`config.mk`:
```
export PLATFORM = sky130hd
export DESIGN_NAME = module_display_scheduler
export DESIGN_NICKNAME = d
export VERILOG_FILES = /design/src/rtl/display_pkg.sv /design/src/rtl/module_dwell_timer.sv /design/src/rtl/module_display_scheduler.sv
export SDC_FILE = /design/constraint.sdc
export NUM_CORES = 1
export LEC_CHECK = 0
export CAP_MARGIN = 20
export CORE_MARGIN = 4
export CORE_UTILIZATION = 45
export CTS_CLUSTER_DIAMETER = 40
export DETAILED_ROUTE_END_ITERATION = 8
export MAX_ROUTING_LAYER = met4
export PLACE_DENSITY = 0.69
export SYNTH_ARGS = -nofsm -noshare
export SYNTH_HDL_FRONTEND = slang
export SYNTH_HIERARCHICAL = 1
export SYNTH_SLANG_ARGS = --single-unit
export TNS_END_PERCENT = 100
```
`constraint.sdc`:
```
create_clock -name clk -period 7.6 [get_ports clk]
set_input_delay 1.9 -clock clk [delete_from_list [all_inputs] [get_ports clk]]
set_output_delay 1.9 -clock clk [all_outputs]
set_load 0.01 [all_outputs]
```
`src/rtl/display_pkg.sv`:
```
// Shared types and helpers for the seven-segment display scheduler.
package display_pkg;

    localparam int unsigned BCD_W      = 4;
    localparam int unsigned MAX_DIGITS = 32;

    typedef enum logic [1:0] {
        IDLE,
        BLANK,
        SHOW
    } state_t;

    typedef struct packed {
        logic       found;
        logic [4:0] index;
    } bit_pos_t;

    // Lowest set bit of mask at position >= from.
    function automatic bit_pos_t next_set_bit(input logic [MAX_DIGITS-1:0] mask,
                                              input int unsigned from);
        bit_pos_t r;
        r = '0;
        for (int unsigned i = MAX_DIGITS; i > 0; i--) begin
            if (mask[i-1] && ((i - 1) >= from)) begin
                r.found = 1'b1;
                r.index = 5'(i - 1);
            end
        end
        return r;
    endfunction

endpackage

```
`src/rtl/module_dwell_timer.sv`:
```
// Dwell counter: restarts from zero on start, flags the last cycle of a len-cycle interval.
module module_dwell_timer #(
    parameter int unsigned CW = 4
) (
    input  logic          clk,
    input  logic          rst,
    input  logic          start,
    input  logic [CW-1:0] len,
    output logic          done
);

    logic [CW-1:0] cnt;

    always_ff @(posedge clk or posedge rst) begin
        if (rst) begin
            cnt <= '0;
        end else if (start) begin
            cnt <= '0;
        end else begin
            cnt <= cnt + CW'(1);
        end
    end

    always_comb begin
        done = (cnt == (len - CW'(1)));
    end

endmodule

```
`src/rtl/module_display_scheduler.sv`:
```
// Scans enabled digits with a dark guard interval before each; new data/mask is
// buffered through a valid/ready shadow register and only committed at frame boundaries.
module module_display_scheduler
    import display_pkg::*;
#(
    parameter int unsigned WAIT_TIME  = 27000,
    parameter int unsigned BLANK_TIME = 16,
    parameter int unsigned DIGITS     = 4
) (
    input  logic                      clk,
    input  logic                      rst,
    input  logic [BCD_W*DIGITS-1:0]   data_i,
    input  logic [DIGITS-1:0]         mask_i,
    input  logic                      load_valid_i,
    output logic                      load_ready_o,
    output logic [DIGITS-1:0]         sel_o,
    output logic [BCD_W-1:0]          digit_o,
    output logic                      frame_done_o
);

    localparam int unsigned MAXT = (WAIT_TIME > BLANK_TIME) ? WAIT_TIME : BLANK_TIME;
    localparam int unsigned CW   = $clog2(MAXT + 1);
    localparam int unsigned IW   = (DIGITS > 1) ? $clog2(DIGITS) : 1;

    state_t                    state;
    logic [BCD_W*DIGITS-1:0]   act_data, pend_data, commit_data, ent_data;
    logic [DIGITS-1:0]         act_mask, pend_mask, commit_mask;
    logic                      full;
    logic [IW-1:0]             idx, ent_idx;
    logic [DIGITS-1:0]         ent_sel, cur_sel;
    logic [BCD_W-1:0]          ent_digit;
    logic [CW-1:0]             len;
    logic                      done, start;
    int unsigned               idx_next;
    bit_pos_t                  nxt, first;

    // The entry target is the next digit within the frame, or else the first digit
    // of whatever mask is live after a possible commit.
    always_comb begin
        commit_mask = full ? pend_mask : act_mask;
        commit_data = full ? pend_data : act_data;
        idx_next    = 32'(idx) + 32'd1;
        nxt         = next_set_bit(MAX_DIGITS'(act_mask), idx_next);
        first       = next_set_bit(MAX_DIGITS'(commit_mask), 0);
        if ((state == SHOW) && nxt.found) begin
            ent_idx  = IW'(nxt.index);
            ent_data = act_data;
        end else begin
            ent_idx  = IW'(first.index);
            ent_data = commit_data;
        end
        ent_digit = ent_data[BCD_W*ent_idx +: BCD_W];
        ent_sel   = DIGITS'(1) << ent_idx;
        cur_sel   = DIGITS'(1) << idx;
        len       = (state == BLANK) ? CW'(BLANK_TIME) : CW'(WAIT_TIME);
        start     = (state == IDLE) || done;
    end

    module_dwell_timer #(
        .CW(CW)
    ) u_timer (
        .clk  (clk),
        .rst  (rst),
        .start(start),
        .len  (len),
        .done (done)
    );

    always_ff @(posedge clk or posedge rst) begin
        if (rst) begin
            state        <= IDLE;
            sel_o        <= '0;
            digit_o      <= '0;
            frame_done_o <= 1'b0;
            load_ready_o <= 1'b1;
            act_data     <= '0;
            act_mask     <= '0;
            pend_data    <= '0;
            pend_mask    <= '0;
            full         <= 1'b0;
            idx          <= '0;
        end else begin
            frame_done_o <= 1'b0;
            if (load_valid_i && load_ready_o) begin
                pend_data    <= data_i;
                pend_mask    <= mask_i;
                full         <= 1'b1;
                load_ready_o <= 1'b0;
            end
            unique case (state)
                IDLE: begin
                    sel_o <= '0;
                    if (full) begin
                        act_data     <= pend_data;
                        act_mask     <= pend_mask;
                        full         <= 1'b0;
                        load_ready_o <= 1'b1;
                        if (first.found) begin
                            idx     <= ent_idx;
                            digit_o <= ent_digit;
                            state   <= (BLANK_TIME == 0) ? SHOW : BLANK;
                            sel_o   <= (BLANK_TIME == 0) ? ent_sel : '0;
                        end
                    end
                end
                BLANK: begin
                    if (done) begin
                        state <= SHOW;
                        sel_o <= cur_sel;
                    end
                end
                SHOW: begin
                    if (done) begin
                        if (!nxt.found) begin
                            frame_done_o <= 1'b1;
                            if (full) begin
                                act_data     <= pend_data;
                                act_mask     <= pend_mask;
                                full         <= 1'b0;
                                load_ready_o <= 1'b1;
                            end
                        end
                        if (nxt.found || first.found) begin
                            idx     <= ent_idx;
                            digit_o <= ent_digit;
                            state   <= (BLANK_TIME == 0) ? SHOW : BLANK;
                            sel_o   <= (BLANK_TIME == 0) ? ent_sel : '0;
                        end else begin
                            state <= IDLE;
                            sel_o <= '0;
                        end
                    end
                end
                default: begin
                    state <= IDLE;
                    sel_o <= '0;
                end
            endcase
        end
    end

endmodule
```
Yosys cells after proc, flatten, opt, wreduce, memory -nomap -nowiden

Cells that the tools add are included.

Register bits: 70
Input port bits: 23
Output and inout port bits: 10
Word-level logic and storage cells: 96

Add/sub/neg operators: 3
Order comparisons: 4
Equality and inequality tests: 9
Shift operators: 2
Mux-type cells: 52
Reductions and logical operators: 14

Operators by type and width:

| operator                                                          | number |
|---|---|
| two-way mux 16 bit                                                | 4 |
| two-way mux 6 bit                                                 | 8 |
| two-way mux 4 bit                                                 | 9 |
| case mux 16 bit (2 select lines)                                  | 1 |
| two-way mux 15 bit                                                | 2 |
| case mux 4 bit (2 select lines)                                   | 3 |
| two-way mux 2 bit                                                 | 9 |
| variable part select 16 x 5 -> 4 bit                              | 1 |
| adder 15 x 1 -> 15 bit (second input constant)                    | 1 |
| == test 15 bit                                                    | 1 |
| subtractor 15 x 1 -> 15 bit (second input constant)               | 1 |
| two-way mux 1 bit                                                 | 12 |
| inequality test 2 bit (second input constant)                     | 5 |
| greater-or-equal comparator 1 x 3 -> 1 bit (first input constant) | 2 |
| greater-or-equal comparator 2 x 3 -> 1 bit (first input constant) | 2 |
| logical AND 1 bit                                                 | 6 |
| case mux 2 bit (3 select lines)                                   | 1 |
| AND reduction 5 bit                                               | 1 |
| case mux 1 bit (2 select lines)                                   | 2 |
| case mux 2 bit (2 select lines)                                   | 1 |
| AND reduction 4 bit                                               | 1 |
| << shifter 1 x 2 -> 4 bit (first input constant)                  | 1 |
| adder 2 x 1 -> 3 bit (second input constant)                      | 1 |
| AND reduction 3 bit                                               | 1 |
| 7 further kinds                                                   | 8 |

Logic depth before layout (Yosys ltp)

Gate-level depths: netlist of run 1.

Depth after elaboration: 13
Gate-level depth with buffers: 15
Depth with buffers taken out: 14

Hierarchy

Netlist of run 1, hierarchy kept.

By module, submodules not included:

| module                   | instances | cells an instance | area an instance (um^2) | sequential area each (um^2) |
|---|---|---|---|---|
| module_display_scheduler | 1         | 213               | 2620.0                  | 1377.6 |
| module_dwell_timer       | 1         | 141               | 1206.2                  | 375.4 |

Least setup slack after synthesis of run 1

OpenSTA, ideal clock, no wires.

Path kind: flip-flop to flip-flop
Start: register state[1]
End: register act_data[0]
Library setup time: 128 ps
Data arrival time: 3604 ps
Data required time: 7472 ps
Path slack: 3869 ps
Stages on the path, launching flop included: 13
Buffers on the path: 2
Period minus slack after synthesis: 3731 ps
Cell sequence: dfrtp_1 -> nand2b_1 -> clkbuf_1 -> xor2_1 -> nor2_1 -> o21ai_2 -> nor4_2 -> nand3_1 -> nor4_2 -> nand2_1 -> a211oi_2 -> buf_2 -> mux2_1

Cells in the longest elaborated chain, start to end: 6
Elaborated cells on any way between the ends: 11
Those cells by class: add/sub (1); eq/ne (5); mux (2); reduce/logical (3)

Ends and longest elaborated chain:

| what                            | line                            | RTL |
|---|---|---|
| from (decl)                     | module_display_scheduler.sv:25  | `state_t state;` |
| from (signal assigned)          | module_display_scheduler.sv:101 | `state <= (BLANK_TIME == 0) ? SHOW : BLANK;` |
| from (signal assigned)          | module_display_scheduler.sv:126 | `state <= (BLANK_TIME == 0) ? SHOW : BLANK;` |
| == test 2 x 1 -> 1 bit          | module_display_scheduler.sv:55  | `len = (state == BLANK) ? CW'(BLANK_TIME) : CW'(WAIT_TIME);` |
| two-way mux 15 bit              | module_display_scheduler.sv:55  |  |
| net len[11]                     | module_display_scheduler.sv:32  | `logic [CW-1:0] len;` |
| subtractor 15 x 1 -> 15 bit     | module_dwell_timer.sv:25        | `done = (cnt == (len - CW'(1)));` |
| == test 15 bit                  | module_dwell_timer.sv:25        |  |
| net done                        | module_display_scheduler.sv:33  | `logic done, start;` |
| inequality test 2 bit (no line) | n/a                             |  |
| AND reduction 3 bit (no line)   | n/a                             |  |
| to (signal assigned)            | module_display_scheduler.sv:94  | `act_data <= pend_data;` |
| to (signal assigned)            | module_display_scheduler.sv:117 | `act_data <= pend_data;` |
| to (decl)                       | module_display_scheduler.sv:26  | `logic [BCD_W*DIGITS-1:0] act_data, pend_data, commit_data, ent_data;` |

The timed path passes the listed nets, and every way through them passes these cells.
A chain may end at the register's enable or synchronous reset.

Worst setup path after layout of run 1

Start: register state[1]
End: register act_mask[0]

Cells in the longest elaborated chain, start to end: 6
Elaborated cells on any way between the ends: 11
Those cells by class: add/sub (1); eq/ne (5); mux (2); reduce/logical (3)

Ends and longest elaborated chain:

| what                            | line                            | RTL |
|---|---|---|
| == test 2 x 1 -> 1 bit          | module_display_scheduler.sv:55  |  |
| two-way mux 15 bit              | module_display_scheduler.sv:55  |  |
| subtractor 15 x 1 -> 15 bit     | module_dwell_timer.sv:25        |  |
| == test 15 bit                  | module_dwell_timer.sv:25        |  |
| net done                        | module_display_scheduler.sv:33  |  |
| inequality test 2 bit (no line) | n/a                             |  |
| AND reduction 3 bit (no line)   | n/a                             |  |
| to (signal assigned)            | module_display_scheduler.sv:95  | `act_mask <= pend_mask;` |
| to (signal assigned)            | module_display_scheduler.sv:118 | `act_mask <= pend_mask;` |
| to (decl)                       | module_display_scheduler.sv:27  | `logic [DIGITS-1:0] act_mask, pend_mask, commit_mask;` |

The timed path passes the listed nets, and every way through them passes these cells.

==> flow_metrics.tcl, run 1 <==
set metrics [dict create \
    status "complete, no violations" \
    hold_class "flip-flop to flip-flop" \
    synthMuxAreaShare 0.1383 \
    fin_crit_sh 0.6072 \
    synth_fa_ha_area_frac 0.006540 \
    cts_tree "done" \
    synth_edf_count 0 \
    period_needed_ns 4.615 \
    clk_pin_slew_ns 0.08 \
    ant_nets 0 \
    yosysSeqAreaShare 0.4581 \
    worstSetupStartpointType "flip-flop" \
    post_cts_resized 0 \
    fmax_mhz 216.7 \
    peakVddDrop_v 0.0001888 \
    grt.total_usage 0.1679 \
    yosys_most_used_dff "dfrtp_1" \
    grt.overflow.total 0 \
    wl_per_cell_um 14.37 \
    postSynthCellCount 354 \
    worstPathMaxFanout 23 \
    p_leak_nw 2.014 \
    post-route-drc-count 0 \
    arrival_ns 4.85 \
    wirelength_um 7573 \
    grt_max_degree 56 \
    drt_iter0_drc 94 \
    port-buffer-count 32 \
    via_per_inst 5.228 \
    whs_ns 0.4866 \
    avgSynthCellArea_um2 10.81 \
    die_x_um 100.2 \
    hold_viol 0 \
    h-tree-depth 3 \
    fin_nets 442 \
    yosysUniqueCellTypes 61 \
    numClockSinks 70 \
    ys_ff_latch 70 \
    critPathRequiredTime_ns 7.83 \
    cts_hold_buffers 0 \
    worst-setup-path-type "flip-flop to flip-flop" \
    die_area_um2 10040 \
    synth_compound_area_frac 0.1416 \
    die_h_um 100.2 \
    async_reset_ff_frac 1.000 \
    place.gp.congestion 0.8184 \
    yosys.area_share.simple 0.1671 \
    fin_skew_ns 0.01111 \
    slew_headroom 0.3112 \
    p_total_mw 1.566 \
    root_buffer "clkbuf_8" \
    syn_area_um2 3826 \
    synth_xor_area_frac 0.05494 \
    drv_cap 0 \
    tns_ns 0 \
    worstMarginPinSlew_ns 1.025 \
    dpl.hpwl_um 5306 \
    first_global_vias 2818 \
    drive_above_1_share 0.1540 \
    syn_to_final_growth_pct 19.36 \
    antenna_found_initial 0 \
    cts_buffers 9 \
    vias 2755 \
    coreArea_um2 8258 \
    grt_pass1_wl_um 13160 \
    dp.cells 509 \
    cts_setup_buffers 0 \
    setup_viol 0 \
    clk-insertion-delay-late_ns 0.35 \
    rsz0062_at_grt "false" \
    antenna_cells 0 \
    io-pin-count 33 \
    cts_max_path_buffers 2 \
    drv_slew 0 \
    synth_top_family_by_area "simple AND/OR/NAND/NOR gates" \
    worstSetupEndpointType "flip-flop" \
    synth_warnings 6 \
    dr.pass1.iters 4 \
    rows 33 \
    initial_core_util 0.4633 \
    pwr_density_cell_nw_per_um2 342.9 \
    final_cells 527 \
]
metal layers:
metal,vias to the layer above,share of wire,GRT usage
met2,46,0.46,0.2564
li1,1370,-,-
met4,0,0.020,0.06943
met1,1323,0.49,0.2222
met3,16,0.030,0.02849
met5,-,0,-
flip-flops by register name (all words and copies together), names as in the netlist, 2 cells and up:
name,count
act_data,16
u_timer/cnt,15
act_mask,4
idx,2
pend_data,16
state,2
pend_mask,4
digit_o,4
sel_o,4
cells by family after synthesis:
| kind of cell | count (synthesis) |
|---|---|
| AO/OA/AOI/OAI | 75 |
| XOR/XNOR | 24 |
| adder cells (fa/ha/maj) | 2 |
| buffers and inverters | 25 |
| flip-flops | 70 |
| multiplexers | 48 |
| other | 2 |
| AND/OR/NAND/NOR | 108 |
stage by stage:
| step | setup slack (ns) | instance area (um^2) | util |
|---|---|---|---|
| final | 2.985 | 4567 | 0.5530 |
| after global routing | 2.670 | 4567 | 0.5530 |
| after CTS | 2.820 | 4544 | 0.5503 |
| after detailed placement | 2.838 | 4338 | 0.5253 |
| after global placement | 3.041 | 4338 | 0.5253 |
| after floorplan | 3.869 | 3935 | - |
critical path: stages (launching register included):
cell and delay [ns]:
dfrtp_1 0.47, nand2b_1 0.38, buf_4 0.37, xor2_1 0.22
xnor2_1 0.16, o21ai_2 0.08, nor4_2 0.26, nand3_1 0.12
nor4_2 0.89, nand2_1 0.25, a211oi_4 0.70, buf_8 0.24
mux2_1 0.35
cell usage in the layout (no fill, tap or decap), drive strengths merged, types with 4 or more instances in the layout:
cell,count
or3,4
clkbuf,10
a211o,5
nor2,23
nor4,5
clkdlybuf4s50,32
o21ai,19
xnor2,10
dfrtp,69
inv,12
conb,31
nor2b,14
buf,5
a211oi,17
nand4,5
nand2b,6
a21oi,11
mux2i,9
nand2,16
and2b,6
nand3,8
xor2,14
mux2,39
nor3,5
a21o,5
worst paths after layout:
kind                                   end          from  slack [ns]  depth (start not counted)
min in group asynchronous  u_timer/cnt[11]           rst        1.99                          2
max in group asynchronous         sel_o[1]           rst        5.03                          3
min reg2reg                   act_data[14]  act_data[14]        0.49                          1
max                            act_mask[0]      state[1]        2.99                         12
max reg2reg                    act_mask[0]      state[1]        2.99                         12
min                           act_data[14]  act_data[14]        0.49                          1
report_power, final:
part | internal, mW | switching, mW | total [mW] | leakage [nW]
combinational | 0.303 | 0.299 | 0.602 | 1.04
sequential | 0.518 | 0.135 | 0.653 | 0.872
clock | 0.162 | 0.149 | 0.311 | 0.103
total | 0.983 | 0.583 | 1.57 | 2.01
cell type report:
cell class / instances / area, um^2
Sequential cell: 70 / 1753
Clock buffer: 10 / 137.6
Multi-Input combinational cell: 288 / 2069
Clock inverter: 6 / 68.82
Tap cell: 105 / 131.4
Timing Repair Buffer: 37 / 365.4
Fill cell: 735 / 3691
Inverter: 11 / 41.29
cells in the mapped netlist (7+ instances only):
cell type | instances | area share
nand2_1 | 16 | 0.016
dfrtp_1 | 69 | 0.45
a211oi_1 | 14 | 0.027
o21ai_0 | 15 | 0.020
nand3_1 | 7 | 0.0092
mux2_1 | 19 | 0.056
xor2_1 | 14 | 0.032
mux2_2 | 20 | 0.059
inv_1 | 10 | 0.0098
nor2b_1 | 14 | 0.023
a21oi_1 | 11 | 0.014
mux2i_1 | 9 | 0.024
clkbuf_1 | 7 | 0.0069
nor2_1 | 23 | 0.023
xnor2_1 | 10 | 0.023
(Power assumes the default switching activity.)
==> inputs of run 2 (changes only) <==
==> constraint.sdc (replaced) <==
create_clock -name clk -period 4.3 [get_ports clk]
set_input_delay 1.075 -clock clk [delete_from_list [all_inputs] [get_ports clk]]
set_output_delay 1.075 -clock clk [all_outputs]
set_load 0.01 [all_outputs]
==> run 2 against run 1 <==
Effect of this change: first-iteration DRC count up 51%; global-route usage down 0.29 points; non-clock buffer count up 2; core utilization up 0.27 points; wire length down 1.6%; setup slack worse by 2.2 ns; combinational power up 76%; sequential power up 76%; design area up 0.49%; total power up 79%; die area unchanged; clock-buffer cell count unchanged; largest cell class unchanged; largest power group unchanged.
==> flow_metrics.tcl, run 2 (synthesized netlist as in run 1, its figures left out) <==
set metrics [dict create \
    cp_num_buf_inv 2 \
    cts_buffers 9 \
    clk-insertion-delay-late_ns 0.34 \
    r2r_end "digit_o[0]" \
    pwr_density_cell_nw_per_um2 610.4 \
    antenna_found_initial 0 \
    die_area_um2 10040 \
    r2r_start "state[1]" \
    initial_core_util 0.4633 \
    fin_nets 444 \
    fin_skew_ns 0.01140 \
    grt_pass1_wl_um 12920 \
    met1_usage 0.2236 \
    h-tree-depth 3 \
    cts_setup_buffers 0 \
    grt.total_usage 0.1650 \
    antenna_cells 0 \
    cts_max_path_buffers 2 \
    fin_crit_sh 0.8128 \
    slew_headroom 0.4409 \
    rsz0062_at_grt "false" \
    period_needed_ns 3.495 \
    hold_class "flip-flop to flip-flop" \
    peakVddDrop_v 0.0003557 \
    worstSetupStartpointType "flip-flop" \
    top_regs "act_data: 16 flops, pend_data: 16 flops, u_timer/cnt: 15 flops" \
    critical_path.top_delay_family "simple AND/OR/NAND/NOR gates" \
    place.gp.congestion 0.8559 \
    p_leak_nw 2.028 \
    cp_common_cell "buf_4" \
    worstMarginPinSlew_ns 0.8366 \
    worstPathMaxFanout 17 \
    arrival_ns 3.78 \
    p_total_mw 2.801 \
    via_per_inst 5.304 \
    drive_above_1_share 0.1557 \
    cp.depth 14 \
    worstSetupEndpointType "flip-flop" \
    syn_to_final_growth_pct 19.95 \
    post-route-drc-count 0 \
    dr.pass1.iters 4 \
    numClockSinks 70 \
    r2r_slack_ns 0.80 \
    drv_slew 0 \
    die_x_um 100.2 \
    port-buffer-count 32 \
    die_h_um 100.2 \
    gr-max-usage-layer "met2" \
    io-pin-count 33 \
    grt_use_met2 0.2508 \
    worstSetupStartpoint "state[1]" \
    wirelength_um 7450 \
    grt.overflow.total 0 \
    critPathRequiredTime_ns 4.58 \
    crit_chain "nand2b_1, buf_4, nor4_1, nand2_1, nand3_1, o2111ai_1, nor4_2, buf_4, and2_1, o41ai_1, a21o_1, or2_2, a211oi_1, a211o_1" \
    final_cell_mix "dfrtp_1, clkdlybuf4s50_1, conb_1" \
    fmax_mhz 286.1 \
    wl_per_cell_um 14.08 \
    grt_max_degree 30 \
    rows 33 \
    cts_tree "done" \
    met3_usage 0.02710 \
    worstHoldPathCells 1 \
    first_global_vias 2740 \
    holdPathEnd "act_data[12]" \
    root_buffer "clkbuf_8" \
    setup_viol 0 \
    worst-setup-path-type "flip-flop to flip-flop" \
    dpl.hpwl_um 5538 \
    vias 2806 \
    worst_hold_startpoint "act_data[12]" \
    rr_worst_depth 14 \
    clk_pin_slew_ns 0.08 \
    n_fill_cell 741 \
    coreArea_um2 8258 \
    post_cts_resized 0 \
    drt_iter0_drc 142 \
    critPathMaxStageDelay_ns 0.46 \
    drv_cap 0 \
    tns_ns 0 \
    cts_hold_buffers 0 \
    hold_viol 0 \
    status "complete, no violations" \
    multi_input_comb_area_um2 2069 \
    seq_area_um2 1753 \
    mostFrequentLayoutCell "dfrtp_1" \
    ant_nets 0 \
    slowest_stage "dfrtp_1" \
]
-- run 2: cell types whose count changed in the layout (fill, tap and decap cells not counted), sizes merged --
cell,change
bufinv,+1
buf,+2
inv,+1
clkinv,-2
-- run 2: report_power, final --
part / internal [mW] / switching (mW) / leakage [nW]
Combinational: 0.536 / 0.528 / 1.05
Sequential: 0.916 / 0.229 / 0.872
Clock: 0.332 / 0.260 / 0.107
-- run 2: final cells by class --
| cell class | instances | area share |
|---|---|---|
| Tap cell | 105 | 0.02863 |
| Timing Repair Buffer | 39 | 0.08124 |
| Sequential cell | 70 | 0.3820 |
| Multi-Input combinational cell | 288 | 0.4509 |
| Clock inverter | 6 | 0.02045 |
| Inverter | 11 | 0.008997 |
| Clock buffer | 10 | 0.02781 |
-- run 2: through the flow --
stage / cells / instance area, um^2 / worst slack [ns] / utilization / hold slack [ns]
after floorplan: 383 / 3935 / 0.5687 / - / 0.4574
after global placement: 512 / 4360 / 0.9079 / 0.5280 / 0.4675
after detailed placement: 512 / 4360 / 0.8376 / 0.5280 / 0.4772
after CTS: 528 / 4582 / 0.8232 / 0.5548 / 0.4980
after global routing: 529 / 4589 / 0.5963 / 0.5558 / 0.5074
final: 529 / 4589 / 0.8049 / 0.5558 / 0.4945
-- run 2: how the worst max path moves through the flow --
stage / to
after detailed placement: digit_o[0]
after global placement: digit_o[0]
after CTS: digit_o[0]
after floorplan: act_data[0]
after global routing: digit_o[0]
final: digit_o[0]
-- run 2: layer usage --
layer  routed length [um]  vias to the layer above
li1                     -                     1372
met1                 3519                     1350
met4                  129                        0
met2                 3508                       72
met5                    0                        -
met3                  292                       12
-- run 2: worst register-to-register path: cells and delay by family, from the launching register on --
| family | cells | cell delay, ns |
|---|---|---|
| simple gates | 7 | 1.64 |
| compound gates | 5 | 0.83 |
| buf+inv | 2 | 0.51 |
| flops | 1 | 0.46 |
==> inputs of run 3 (changes only) <==
==> constraint.sdc (replaced) <==
create_clock -name clk -period 3.5 [get_ports clk]
set_input_delay 0.875 -clock clk [delete_from_list [all_inputs] [get_ports clk]]
set_output_delay 0.875 -clock clk [all_outputs]
set_load 0.01 [all_outputs]
==> run 3 against run 2 <==
Effect of this change: core utilization is 0.44 points higher; non-clock buffer count rose by 3; combinational power up 25%; register-to-register slack worse by 0.46 ns; wire length shrank 1.1%; die area unchanged; fmax increased by 11%; sequential share of layout area is 0.30 points lower; design area is 0.79% higher; first-iteration DRC count increased by 7.7%; critical path type unchanged.
==> flow_metrics.tcl, run 3 (synthesized netlist as in run 1, its figures left out) <==
set metrics [dict create \
    status "complete, no violations" \
    fin_nets 447 \
    worstMarginPinSlew_ns 0.8738 \
    ant_nets 0 \
    root_buffer "clkbuf_8" \
    die_area_um2 10040 \
    clk-insertion-delay-late_ns 0.34 \
    rr_worst_depth 13 \
    numClockSinks 70 \
    die_x_um 100.2 \
    p_leak_nw 2.047 \
    drt_iter0_drc 153 \
    syn_to_final_growth_pct 20.90 \
    worst-setup-path-type "flip-flop to flip-flop" \
    arrival_ns 3.45 \
    tns_ns 0 \
    drv_slew 0 \
    worstSetupEndpointType "flip-flop" \
    cts_buffers 9 \
    grt.total_usage 0.1655 \
    worstHoldPathCells 1 \
    worst_hold_startpoint "act_data[13]" \
    drive_above_1_share 0.1616 \
    r2r_end "digit_o[0]" \
    coreArea_um2 8258 \
    pre_cts_slack_ns 0.3381 \
    cts_tree "done" \
    via_per_inst 5.175 \
    dpl.hpwl_um 5345 \
    rsz0062_at_grt "false" \
    critPathRequiredTime_ns 3.79 \
    dr.pass1.iters 4 \
    fin_crit_sh 0.9028 \
    port-buffer-count 32 \
    clk_pin_slew_ns 0.07 \
    initial_core_util 0.4633 \
    grt.overflow.total 0 \
    r2r_start "state[1]" \
    cts_hold_buffers 0 \
    whs_ns 0.4858 \
    io-pin-count 33 \
    top_regs "act_data: 16 flops, pend_data: 16 flops, u_timer/cnt: 15 flops" \
    worstSetupStartpointType "flip-flop" \
    n_fill_cell 732 \
    fin_skew_ns 0.01068 \
    antenna_found_initial 0 \
    cts_max_path_buffers 2 \
    place.gp.congestion 0.7992 \
    antenna_cells 0 \
    fmax_mhz 316.5 \
    dp.cells 515 \
    wirelength_um 7367 \
    post-route-drc-count 0 \
    mostFrequentLayoutCell "dfrtp_1" \
    final_cells 532 \
    cts_setup_buffers 0 \
    setup_ws_ns 0.3401 \
    worstSetupStartpoint "state[1]" \
    hold_viol 0 \
    setup_viol 0 \
    worstPathMaxFanout 18 \
    first_global_vias 2781 \
    holdPathEnd "act_data[13]" \
    final_cell_mix "dfrtp_1, clkdlybuf4s50_1, conb_1" \
    slew_headroom 0.4161 \
    vias 2753 \
    wl_per_cell_um 13.85 \
    grt_max_degree 56 \
    period_needed_ns 3.160 \
    peakVddDrop_v 0.0003233 \
    grt_pass1_wl_um 13040 \
    drv_cap 0 \
    hold_class "flip-flop to flip-flop" \
    h-tree-depth 3 \
    die_h_um 100.2 \
    pwr_density_cell_nw_per_um2 744.2 \
    rows 33 \
    r2r_slack_ns 0.34 \
]
run 3: cell types whose count changed in the layout (fill, tap and decap cells not counted), sizes merged:
cell	before	now
clkinv	1	2
buf	7	10
inv	13	12
run 3: what timing repair did:
action                                  CTS  global route
endpoints found under the hold margin     0             0
resized for setup                         0             1
endpoints found under the setup margin    0             4
run 3: area by class of cell:
class	instances	area, um^2	share of cell area
flip-flops and latches	70	1753	0.3790
well taps	105	131.4	0.02840
inverters	11	41.29	0.008926
multi-input cells	288	2078	0.4493
clock buffers	10	127.6	0.02759
clock inverters	6	86.33	0.01866
repair buffers	42	407.9	0.08818
run 3: per-stage QoR:
stage | util | instance area, um^2 | power, mW
global placement | 0.5323 | 4395 | 2.707
detailed placement | 0.5323 | 4395 | 2.753
finish | 0.5602 | 4626 | 3.443
floorplan | - | 3936 | 2.384
global route | 0.5602 | 4626 | 3.699
CTS | 0.5582 | 4609 | 3.472
run 3: how the worst max path moves through the flow:
stage	endpoint	slack, ns	cells past startpoint
finish	digit_o[0]	0.34	13
global route	digit_o[0]	0.02	13
CTS	digit_o[0]	0.30	13
detailed placement	digit_o[0]	0.34	13
global placement	digit_o[2]	0.43	13
floorplan	act_data[0]	0.22	12
run 3: per-layer routing:
| layer | global-route usage | part of all wire |
|---|---|---|
| met1 | 0.2213 | 0.47 |
| met2 | 0.2482 | 0.47 |
| met3 | 0.03683 | 0.036 |
| met4 | 0.05907 | 0.017 |
| met5 | - | 0 |
run 3: where the power goes:
| group | switching, mW | internal (mW) | leakage, nW |
|---|---|---|---|
| logic | 0.661 | 0.672 | 1.07 |
| registers | 0.280 | 1.13 | 0.872 |
| clock network | 0.302 | 0.401 | 0.107 |
| total | 1.24 | 2.20 | 2.05 |
run 3: worst max-delay path, cell delays in order (launching register included):
cell	delay, ns
dfrtp_1	0.37
nand2b_1	0.23
buf_4	0.24
nor4_1	0.38
nand2_1	0.10
nand3_1	0.10
o2111ai_1	0.16
nor4_4	0.32
and2_1	0.17
o41ai_1	0.06
a21o_1	0.25
or2_2	0.36
a211oi_1	0.23
a211o_1	0.13
